--- src/rtl/sm4_rk_sequencer_if.sv ---
// Bus between the SM4 round-key sequencer and the key-extension stage.
// master: sequencer side (issues round inputs, collects results).
// slave : extension-stage side.
interface sm4_rk_sequencer_if;
    logic [7:0]   o_ke_idx;
    logic [127:0] o_ke_key;
    logic         o_ke_valid;
    logic [31:0]  i_ke_rk;
    logic [127:0] i_ke_k;
    logic         i_ke_valid;

    modport master (
        output o_ke_idx, o_ke_key, o_ke_valid,
        input  i_ke_rk, i_ke_k, i_ke_valid
    );

    modport slave (
        input  o_ke_idx, o_ke_key, o_ke_valid,
        output i_ke_rk, i_ke_k, i_ke_valid
    );
endinterface

--- src/rtl/sm4_rk_sequencer.sv ---
// SM4 round-key sequencer: walks the key-extension stage through rounds
// 0..31, captures rk0..rk31 in a local table and serves them through a
// registered read port in forward (encrypt) or reversed (decrypt) order.
// Optional build macro SM4_KEY_CACHE_EN: skip re-expansion when the same
// master key is offered again and the table already holds its schedule.
module sm4_rk_sequencer #(
    parameter int unsigned TIMEOUT = 16,
    parameter int unsigned TO_W    = 5
) (
    input  logic                      i_clk,
    input  logic                      i_rst,
    input  logic [127:0]              i_key,
    input  logic                      i_key_valid,
    output logic                      o_key_ready,
    sm4_rk_sequencer_if.master        ke,
    input  logic [4:0]                i_rd_addr,
    input  logic                      i_rd_dec,
    output logic [31:0]               o_rd_rk,
    output logic                      o_rk_ready,
    output logic                      o_busy,
    output logic                      o_err
);

    localparam int unsigned NR    = 32;
    localparam int unsigned IDX_W = 5;
    localparam logic [IDX_W-1:0] LAST_IDX = IDX_W'(NR - 1);
    localparam logic [TO_W-1:0]  TO_LAST  = TO_W'(TIMEOUT - 1);

    typedef enum logic [1:0] {
        S_IDLE  = 2'd0,
        S_ISSUE = 2'd1,
        S_WAIT  = 2'd2
    } state_e;

    state_e             state_q, state_d;
    logic [IDX_W-1:0]   idx_q, idx_d;
    logic [127:0]       key_q, key_d;
    logic               ke_valid_q, ke_valid_d;
    logic               key_ready_q, key_ready_d;
    logic               busy_q, busy_d;
    logic               rk_ready_q, rk_ready_d;
    logic               err_q, err_d;
    logic [TO_W-1:0]    to_q, to_d;
    logic [31:0]        rd_rk_q, rd_rk_d;
    logic [IDX_W-1:0]   rd_phys;
    logic               tbl_we;
    logic               cache_hit;

    logic [31:0]        rk_tbl [NR];

`ifdef SM4_KEY_CACHE_EN
    logic [127:0]       cache_key_q, cache_key_d;
    logic               cache_vld_q, cache_vld_d;

    // Same key as the schedule already sitting in the table: nothing to do.
    assign cache_hit = cache_vld_q & rk_ready_q & (i_key == cache_key_q);
`else
    assign cache_hit = 1'b0;
`endif

    // Decrypt order reads the table back to front.
    assign rd_phys = i_rd_dec ? (LAST_IDX - i_rd_addr) : i_rd_addr;
    assign rd_rk_d = rk_tbl[rd_phys];

    // Next-state and register-input logic.
    always_comb begin
        state_d    = state_q;
        idx_d      = idx_q;
        key_d      = key_q;
        rk_ready_d = rk_ready_q;
        err_d      = err_q;
        to_d       = to_q;
        tbl_we     = 1'b0;
`ifdef SM4_KEY_CACHE_EN
        cache_key_d = cache_key_q;
        cache_vld_d = cache_vld_q;
`endif

        case (state_q)
            S_IDLE: begin
                if (i_key_valid && !cache_hit) begin
                    // Raw MK goes out; the stage folds in FK at index 0.
                    key_d      = i_key;
                    idx_d      = '0;
                    rk_ready_d = 1'b0;
                    err_d      = 1'b0;
                    state_d    = S_ISSUE;
`ifdef SM4_KEY_CACHE_EN
                    cache_key_d = i_key;
                    cache_vld_d = 1'b0;
`endif
                end
            end

            S_ISSUE: begin
                to_d    = '0;
                state_d = S_WAIT;
            end

            S_WAIT: begin
                if (ke.i_ke_valid) begin
                    tbl_we = 1'b1;
                    key_d  = ke.i_ke_k;
                    // Next-state low word must be the round key just produced.
                    if (ke.i_ke_k[31:0] != ke.i_ke_rk) begin
                        err_d = 1'b1;
                    end
                    if (idx_q == LAST_IDX) begin
                        state_d    = S_IDLE;
                        rk_ready_d = 1'b1;
`ifdef SM4_KEY_CACHE_EN
                        cache_vld_d = !err_d;
`endif
                    end else begin
                        idx_d   = idx_q + IDX_W'(1);
                        state_d = S_ISSUE;
                    end
                end else if (to_q == TO_LAST) begin
                    err_d   = 1'b1;
                    state_d = S_IDLE;
`ifdef SM4_KEY_CACHE_EN
                    cache_vld_d = 1'b0;
`endif
                end else begin
                    to_d = to_q + TO_W'(1);
                end
            end

            default: begin
                state_d = S_IDLE;
            end
        endcase

        ke_valid_d  = (state_d == S_ISSUE);
        busy_d      = (state_d != S_IDLE);
        key_ready_d = (state_d == S_IDLE);
    end

    // Control and output registers.
    always_ff @(posedge i_clk or posedge i_rst) begin
        if (i_rst) begin
            state_q     <= S_IDLE;
            idx_q       <= '0;
            key_q       <= '0;
            ke_valid_q  <= 1'b0;
            key_ready_q <= 1'b1;
            busy_q      <= 1'b0;
            rk_ready_q  <= 1'b0;
            err_q       <= 1'b0;
            to_q        <= '0;
            rd_rk_q     <= '0;
        end else begin
            state_q     <= state_d;
            idx_q       <= idx_d;
            key_q       <= key_d;
            ke_valid_q  <= ke_valid_d;
            key_ready_q <= key_ready_d;
            busy_q      <= busy_d;
            rk_ready_q  <= rk_ready_d;
            err_q       <= err_d;
            to_q        <= to_d;
            rd_rk_q     <= rd_rk_d;
        end
    end

`ifdef SM4_KEY_CACHE_EN
    // Cached master key of the last clean expansion.
    always_ff @(posedge i_clk or posedge i_rst) begin
        if (i_rst) begin
            cache_key_q <= '0;
            cache_vld_q <= 1'b0;
        end else begin
            cache_key_q <= cache_key_d;
            cache_vld_q <= cache_vld_d;
        end
    end
`endif

    // Round-key table; contents are only meaningful while o_rk_ready is high.
    always_ff @(posedge i_clk) begin
        if (tbl_we) begin
            rk_tbl[idx_q] <= ke.i_ke_rk;
        end
    end

    assign ke.o_ke_idx   = 8'(idx_q);
    assign ke.o_ke_key   = key_q;
    assign ke.o_ke_valid = ke_valid_q;
    assign o_key_ready   = key_ready_q;
    assign o_rd_rk       = rd_rk_q;
    assign o_rk_ready    = rk_ready_q;
    assign o_busy        = busy_q;
    assign o_err         = err_q;

endmodule
--- src/flat_wrapper.sv ---
// flat-port wrapper written by rule: the top's interface ports become plain ports
module sm4_rk_sequencer_flat 
#(
    parameter int unsigned TIMEOUT = 16,
    parameter int unsigned TO_W    = 5
)
  (i_clk, i_rst, i_key, i_key_valid, o_key_ready, i_rd_addr, i_rd_dec, o_rd_rk, o_rk_ready, o_busy, o_err, ke_o_ke_idx, ke_o_ke_key, ke_o_ke_valid, ke_i_ke_rk, ke_i_ke_k, ke_i_ke_valid);
  sm4_rk_sequencer_if ke_i ();
  input  logic i_clk;
  input  logic i_rst;
  input  logic [127:0] i_key;
  input  logic i_key_valid;
  output logic o_key_ready;
  input  logic [4:0] i_rd_addr;
  input  logic i_rd_dec;
  output logic [31:0] o_rd_rk;
  output logic o_rk_ready;
  output logic o_busy;
  output logic o_err;
  output wire logic [$bits(ke_i.o_ke_idx)-1:0] ke_o_ke_idx;
  output wire logic [$bits(ke_i.o_ke_key)-1:0] ke_o_ke_key;
  output wire logic [$bits(ke_i.o_ke_valid)-1:0] ke_o_ke_valid;
  input wire logic [$bits(ke_i.i_ke_rk)-1:0] ke_i_ke_rk;
  input wire logic [$bits(ke_i.i_ke_k)-1:0] ke_i_ke_k;
  input wire logic [$bits(ke_i.i_ke_valid)-1:0] ke_i_ke_valid;
  assign ke_o_ke_idx = ke_i.o_ke_idx;
  assign ke_o_ke_key = ke_i.o_ke_key;
  assign ke_o_ke_valid = ke_i.o_ke_valid;
  assign ke_i.i_ke_rk = ke_i_ke_rk;
  assign ke_i.i_ke_k = ke_i_ke_k;
  assign ke_i.i_ke_valid = ke_i_ke_valid;
  sm4_rk_sequencer #(.TIMEOUT(TIMEOUT), .TO_W(TO_W)) u_core (.i_clk(i_clk), .i_rst(i_rst), .i_key(i_key), .i_key_valid(i_key_valid), .o_key_ready(o_key_ready), .ke(ke_i), .i_rd_addr(i_rd_addr), .i_rd_dec(i_rd_dec), .o_rd_rk(o_rd_rk), .o_rk_ready(o_rk_ready), .o_busy(o_busy), .o_err(o_err));
endmodule
--- config.mk ---
export PLATFORM = sky130hd
export DESIGN_NAME = sm4_rk_sequencer_flat
export DESIGN_NICKNAME = d
export VERILOG_FILES = /design/src/rtl/sm4_rk_sequencer_if.sv /design/src/rtl/sm4_rk_sequencer.sv /design/src/flat_wrapper.sv
export SDC_FILE = /design/constraint.sdc
export NUM_CORES = 2
export LEC_CHECK = 0
export BUFFER_PORTS_ARGS = -buffer_cell sky130_fd_sc_hd__clkbuf_2
export CAP_MARGIN = 0
export CORE_MARGIN = 2
export CORE_UTILIZATION = 50
export CTS_BUF_LIST = sky130_fd_sc_hd__clkbuf_16
export CTS_CLUSTER_DIAMETER = 40
export DETAILED_ROUTE_END_ITERATION = 8
export GPL_ROUTABILITY_DRIVEN = 0
export PLACE_DENSITY = 0.74
export SLEW_MARGIN = 0
export SYNTH_ARGS = -nofsm -noshare
export SYNTH_HDL_FRONTEND = slang
export SYNTH_SLANG_ARGS = --single-unit
export TNS_END_PERCENT = 10
--- constraint.sdc ---
create_clock -name i_clk -period 10.9 [get_ports i_clk]
set_input_delay 0.545 -clock i_clk [delete_from_list [all_inputs] [get_ports i_clk]]
set_output_delay 0.545 -clock i_clk [all_outputs]
set_load 0.03 [all_outputs]
Word-level counts from Yosys, hierarchy flattened
Memory sizes are Yosys's and may differ from the RTL's. A register that Yosys moved wholly into a read port is not among the register bits.
Cells that the tools add are included.
{"block": "word_totals", "regBits": 145, "mem_bits_rw": 1024, "inputBits": 298, "out_inout_bits": 173, "elab_cells": 65, "mem_count": 1}
{"block": "classes", "addsub": 3, "n_eq_ne": 14, "muxes": 28, "n_reduce_logical": 10}
{"memory": "u_core.rk_tbl", "depth": 32, "width": 32, "read_ports": 1, "rd_ports_with_merged_regs": 1, "wr": 1, "line": "sm4_rk_sequencer.sv:49", "text": "logic [31:0] rk_tbl [NR];"}
{"op": "$mux 128", "count": 2}
{"op": "$pmux 128 s2", "count": 1}
{"op": "$ne 32x32->1", "count": 1}
{"op": "$mux 5", "count": 6}
{"op": "$pmux 5 s2", "count": 2}
{"op": "$reduce_and 4->1", "count": 3}
{"op": "$mux 1", "count": 11}
{"op": "$add 5x1->5 const B", "count": 2}
{"op": "$ne 2x2->1 const B", "count": 5}
{"op": "$mux 2", "count": 3}
{"op": "$ne 3x2->1 const B", "count": 2}
{"op": "$pmux 2 s3", "count": 1}
{"op": "$reduce_and 3->1", "count": 2}
{"op": "$reduce_bool 2->1", "count": 3}
{"op": "$eq 5x4->1 const B", "count": 1}
{"op": "$eq 5x5->1 const B", "count": 1}
{"op": "$sub 5x5->5 const A", "count": 1}
{"op": "$eq 2x1->1 const B", "count": 2}
{"op": "$logic_not 2->1", "count": 2}
{"op": "$pmux 1 s2", "count": 2}
{"op": "$eq 2x2->1 const B", "count": 1}
{"op": "$ne 2x1->1 const B", "count": 1}

Depth between registers and ports, before layout
{"block": "depth", "depth_word": 5, "mapped_depth": 11, "ltp_nobuf": 8}

Worst setup path before layout
No wires, ideal clock.
{"block": "synth_path", "path_kind": "flip-flop to flip-flop", "start": "register u_core.state_q[1]", "end": "memory u_core.rk_tbl[23][0], enable pin", "setup_ns": 0.421, "t_arrival_ns": 2.418, "required_time_ns": 10.479, "path_slack_ns": 8.061, "path_stages_with_launch": 7, "path_buffers": 2, "synth_period_minus_slack_ns": 2.839, "cell_sequence": "dfrtp_1 nor2b_1 buf_2 and2_1 buf_2 nand2_1 nor2_1"}
{"block": "synth_via", "elab_chain_cells": 4}
{"element": "start, declared", "line": "sm4_rk_sequencer.sv:35", "text": "state_e state_q, state_d;"}
{"element": "start signal, assigned", "line": "sm4_rk_sequencer.sv:153", "text": "state_q <= state_d;"}
{"element": "$eq 2x2->1", "line": "sm4_rk_sequencer.sv:79", "text": "case (state_q)"}
{"element": "$mux 1", "line": "sm4_rk_sequencer.sv:79"}
{"element": "$mux 1", "line": "sm4_rk_sequencer.sv:181", "text": "if (tbl_we) begin"}
{"element": "$mux 1 (not written as such)", "line": "sm4_rk_sequencer.sv:182", "text": "rk_tbl[idx_q] <= ke.i_ke_rk;"}
{"element": "end, declared", "line": "sm4_rk_sequencer.sv:49"}
Every way passes these cells.

Final worst setup path
{"block": "layout_path", "start": "register u_core.state_q[1]", "end": "memory u_core.rk_tbl[18][15], enable pin"}
Same word-level chain as after synthesis.

==> qor.yml <==
fin_area_um2: 57300
slowest_delay_ps: 890
io_pins: 471
num_rows: 114
slew_headroom: 0.253
die_h_um: 315
critPathSlowestCell: "nor2b_4"
cts_buffers: 142
hold_viol_final: 0
grt_antenna_before_repair: 8
setup_viol: 0
die_w_um: 315
cts_tree: "yes"
postCtsSetupBuffers: 0
final_util: 0.594
postPlaceCellArea_um2: 52500
grt_pass1_vias: 30700
drcViolationCount: 0
via_count: 31500
hold_start: "i_key[100]"
max-cap-violations: 0
slew_violations: 0
cp.required_ps: 11330
synth_compound_area_frac: 0.0958
synthXorXnorAreaFrac: 0.00650
ant_nets: 0
holdPathStages: 3
max_clock_freq_ghz: 0.240
detail_route.iter0.violations: 3967
grt_pass1_wl_um: 203000
r2r_slack_ps: 6730
finalWirelength_um: 142000
synth_area_um2: 48500
worstSetupStartpointType: "flop"
initial_core_util: 0.503
synth-simple-area-share: 0.0459
crit_chain: "nor2b_4, and2_1, nand2_1, nor2_4, buf_4"
leakage_uw: 0.0211
fin_crit_sh: 0.382
reg2reg_depth: 5
fin_setup_tns_ps: 0
synth_mux_area_frac: 0.104
r2r-end: "u_core.rk_tbl[18][15]$_DFFE_PP_"
status: "completed"
syn_avg_cell_area_um2: 15.3
synthFlopType: "edfxtp_1"
vdd_drop_max_uv: 238
synth_fa_ha_area_frac: 0.00181
hold_class: "in2reg"
skew_ps: 52.4
synth_edf_count: 1024
async_flop_share: 0.147
clkTransAtPathRegs_ps: 60
cts_root_buf: "clkbuf_16"
seq_area_frac_synth: 0.725
clk_latency_ps: 770
area_delta_synth_final_pct: 18.1
grt_util_all_layers: 0.283
clock_path_buffers: 3
arrival_ps: 4590
first_pass_iters: 5
worst_pin_slew_ps: 1120
grt_max_degree: 134
io_buffer_count: 467
fin_cells: 5040
dieArea_um2: 99500
ys_ff_latch: 1201
routedWlPerCell_um: 28.2
htreeDepth: 4
yosysWarnings: 0
rsz0062_at_grt: "no"
drive_above_1_share: 0.243
cp_max_fo: 30
design.core.area_um2: 96400
hold_end: "u_core.ke.o_ke_key[100]$_DFFE_PP0P_"
synth_top_family_by_area: "multiplexers"
crit_type: "reg2reg"
synth_cell_types: 54
clock-sinks: 1201
detailed_place_hpwl_um: 85300
dp.cells: 4774
vias_per_cell: 6.25
powerDensity_nw_per_um2: 217
r2r_start: "u_core.state_q[1]$_DFF_PP0_"
overflow: 0
finalNetCount: 3948
setup.worst_path.end_class: "flop"
fillCellCount: 7177
syn_inst: 3169
fin_crit_ps: 4170
## cell families after synthesis
family / count (synthesis)
adders and majority gates: 7
and+or+nand+nor: 479
AOI/OAI and AO/OA: 731
DFF: 1201
muxes: 489
other: 1
xor gates and xnor gates: 36
buffers and inverters: 225
## worst max-delay path by stage
stage	startpoint	to	cells past startpoint
2_1_floorplan	i_rst	u_core.idx_q[0]$_DFFE_PP0P_	1
3_3_place_gp	i_rd_dec	u_core.o_rd_rk[15]$_DFF_PP0_	8
3_5_place_dp	i_rd_addr[2]	u_core.o_rd_rk[15]$_DFF_PP0_	9
4_1_cts	u_core.state_q[1]$_DFF_PP0_	u_core.rk_tbl[18][12]$_DFFE_PP_	5
5_1_grt	u_core.state_q[1]$_DFF_PP0_	u_core.rk_tbl[18][12]$_DFFE_PP_	5
6_report	u_core.state_q[1]$_DFF_PP0_	u_core.rk_tbl[18][15]$_DFFE_PP_	5
## state kept, by name, summed over array words and instances, names as in the netlist, 2 cells and up
signal / flops
u_core.to_q: 5
u_core.idx_q: 5
u_core.state_q: 2
u_core.ke.o_ke_key: 128
u_core.o_rd_rk: 32
u_core.rk_tbl: 1024
## repair_timing
item                      in CTS  in global routing
resized for setup              0                  0
hold buffers                   1                  0
hold endpoints to repair      70                  0
## placed cells by master (no fill, tap or decap), types with 33 or more instances in the layout
cell | netlist | final
a21o_1 | 62 | 62
buf_4 | 10 | 76
clkbuf_16 | 0 | 143
clkbuf_2 | 0 | 465
dfrtp_1 | 176 | 176
edfxtp_1 | 1024 | 1024
inv_1 | 9 | 36
mux2_2 | 97 | 97
mux2i_1 | 390 | 389
nand2_1 | 211 | 211
nand3_1 | 71 | 71
nor2_4 | 0 | 33
nor3_1 | 68 | 68
nor4_1 | 40 | 39
o21ai_0 | 194 | 194
o22ai_1 | 346 | 346
## cell usage after synthesis, types with 3 or more instances
cell | n | area share
edfxtp_1 | 1024 | 0.63
mux2i_1 | 390 | 0.080
o22ai_1 | 346 | 0.045
nand2_1 | 211 | 0.016
o21ai_0 | 194 | 0.020
dfrtp_1 | 176 | 0.091
clkbuf_1 | 104 | 0.0080
mux2_2 | 97 | 0.023
buf_2 | 92 | 0.0095
nand3_1 | 71 | 0.0073
nor3_1 | 68 | 0.0070
a21o_1 | 62 | 0.0096
nor2_1 | 46 | 0.0036
nor4_1 | 40 | 0.0052
o2111ai_1 | 32 | 0.0058
o211ai_1 | 32 | 0.0050
o22a_1 | 31 | 0.0056
xor2_1 | 31 | 0.0056
buf_1 | 10 | 0.00077
buf_4 | 10 | 0.0015
inv_1 | 9 | 0.00070
a21oi_1 | 8 | 0.00083
ha_1 | 7 | 0.0018
nand3b_1 | 7 | 0.0011
nor2b_1 | 6 | 0.00077
a32oi_1 | 5 | 0.00090
and3_1 | 5 | 0.00065
o21ai_1 | 5 | 0.00052
xnor2_1 | 5 | 0.00090
a22o_1 | 3 | 0.00054
a31oi_1 | 3 | 0.00039
and2_1 | 3 | 0.00039
nand2b_1 | 3 | 0.00039
nand4_1 | 3 | 0.00039
nor3b_1 | 3 | 0.00046
or3b_2 | 3 | 0.00054
## critical path: cells and delay by family (launching register included)
kind                   cells  cell delay [ps]
buffers and inverters      1              440
DFF                        1              560
and+or+nand+nor            4             2810
## where the power goes
| group | internal (uW) | switching (uW) | leakage [uW] |
|---|---|---|---|
| Sequential | 5310 | 225 | 0.0114 |
| Clock | 2740 | 1930 | 0.00238 |
| Combinational | 661 | 1570 | 0.00737 |
| Total | 8710 | 3720 | 0.0211 |
## stage by stage
step	total power (uW)	hold slack (ps)	worst slack [ps]
6_report	12400	61.4	6730
5_1_grt	12800	71.7	6620
4_1_cts	12500	19.2	6830
3_5_place_dp	7850	469	6520
3_3_place_gp	7800	461	6560
2_1_floorplan	7020	463	5550
## cell type report
class                   count  area (um^2)  share of cell area
clock buffers             143         3580              0.0625
diodes                      2         5.00           0.0000874
multi-input cells        1745        12800               0.223
inverters                   9         41.3            0.000721
clock inverters           120         1160              0.0202
repair buffers            544         2950              0.0515
flip-flops and latches   1201        35200               0.614
well taps                1276         1600              0.0279
## per-layer routing
| metal | up-vias | GRT usage | wire length (um) | share of wire |
|---|---|---|---|---|
| met5 | - | 0 | 69 | 0.00049 |
| met4 | 10 | 0.133 | 6870 | 0.048 |
| met3 | 345 | 0.0641 | 15600 | 0.11 |
| met2 | 2121 | 0.453 | 66900 | 0.47 |
| met1 | 15600 | 0.368 | 52500 | 0.37 |
| li1 | 13500 | - | - | - |
No activity file was read; power rests on OpenSTA's default activity.
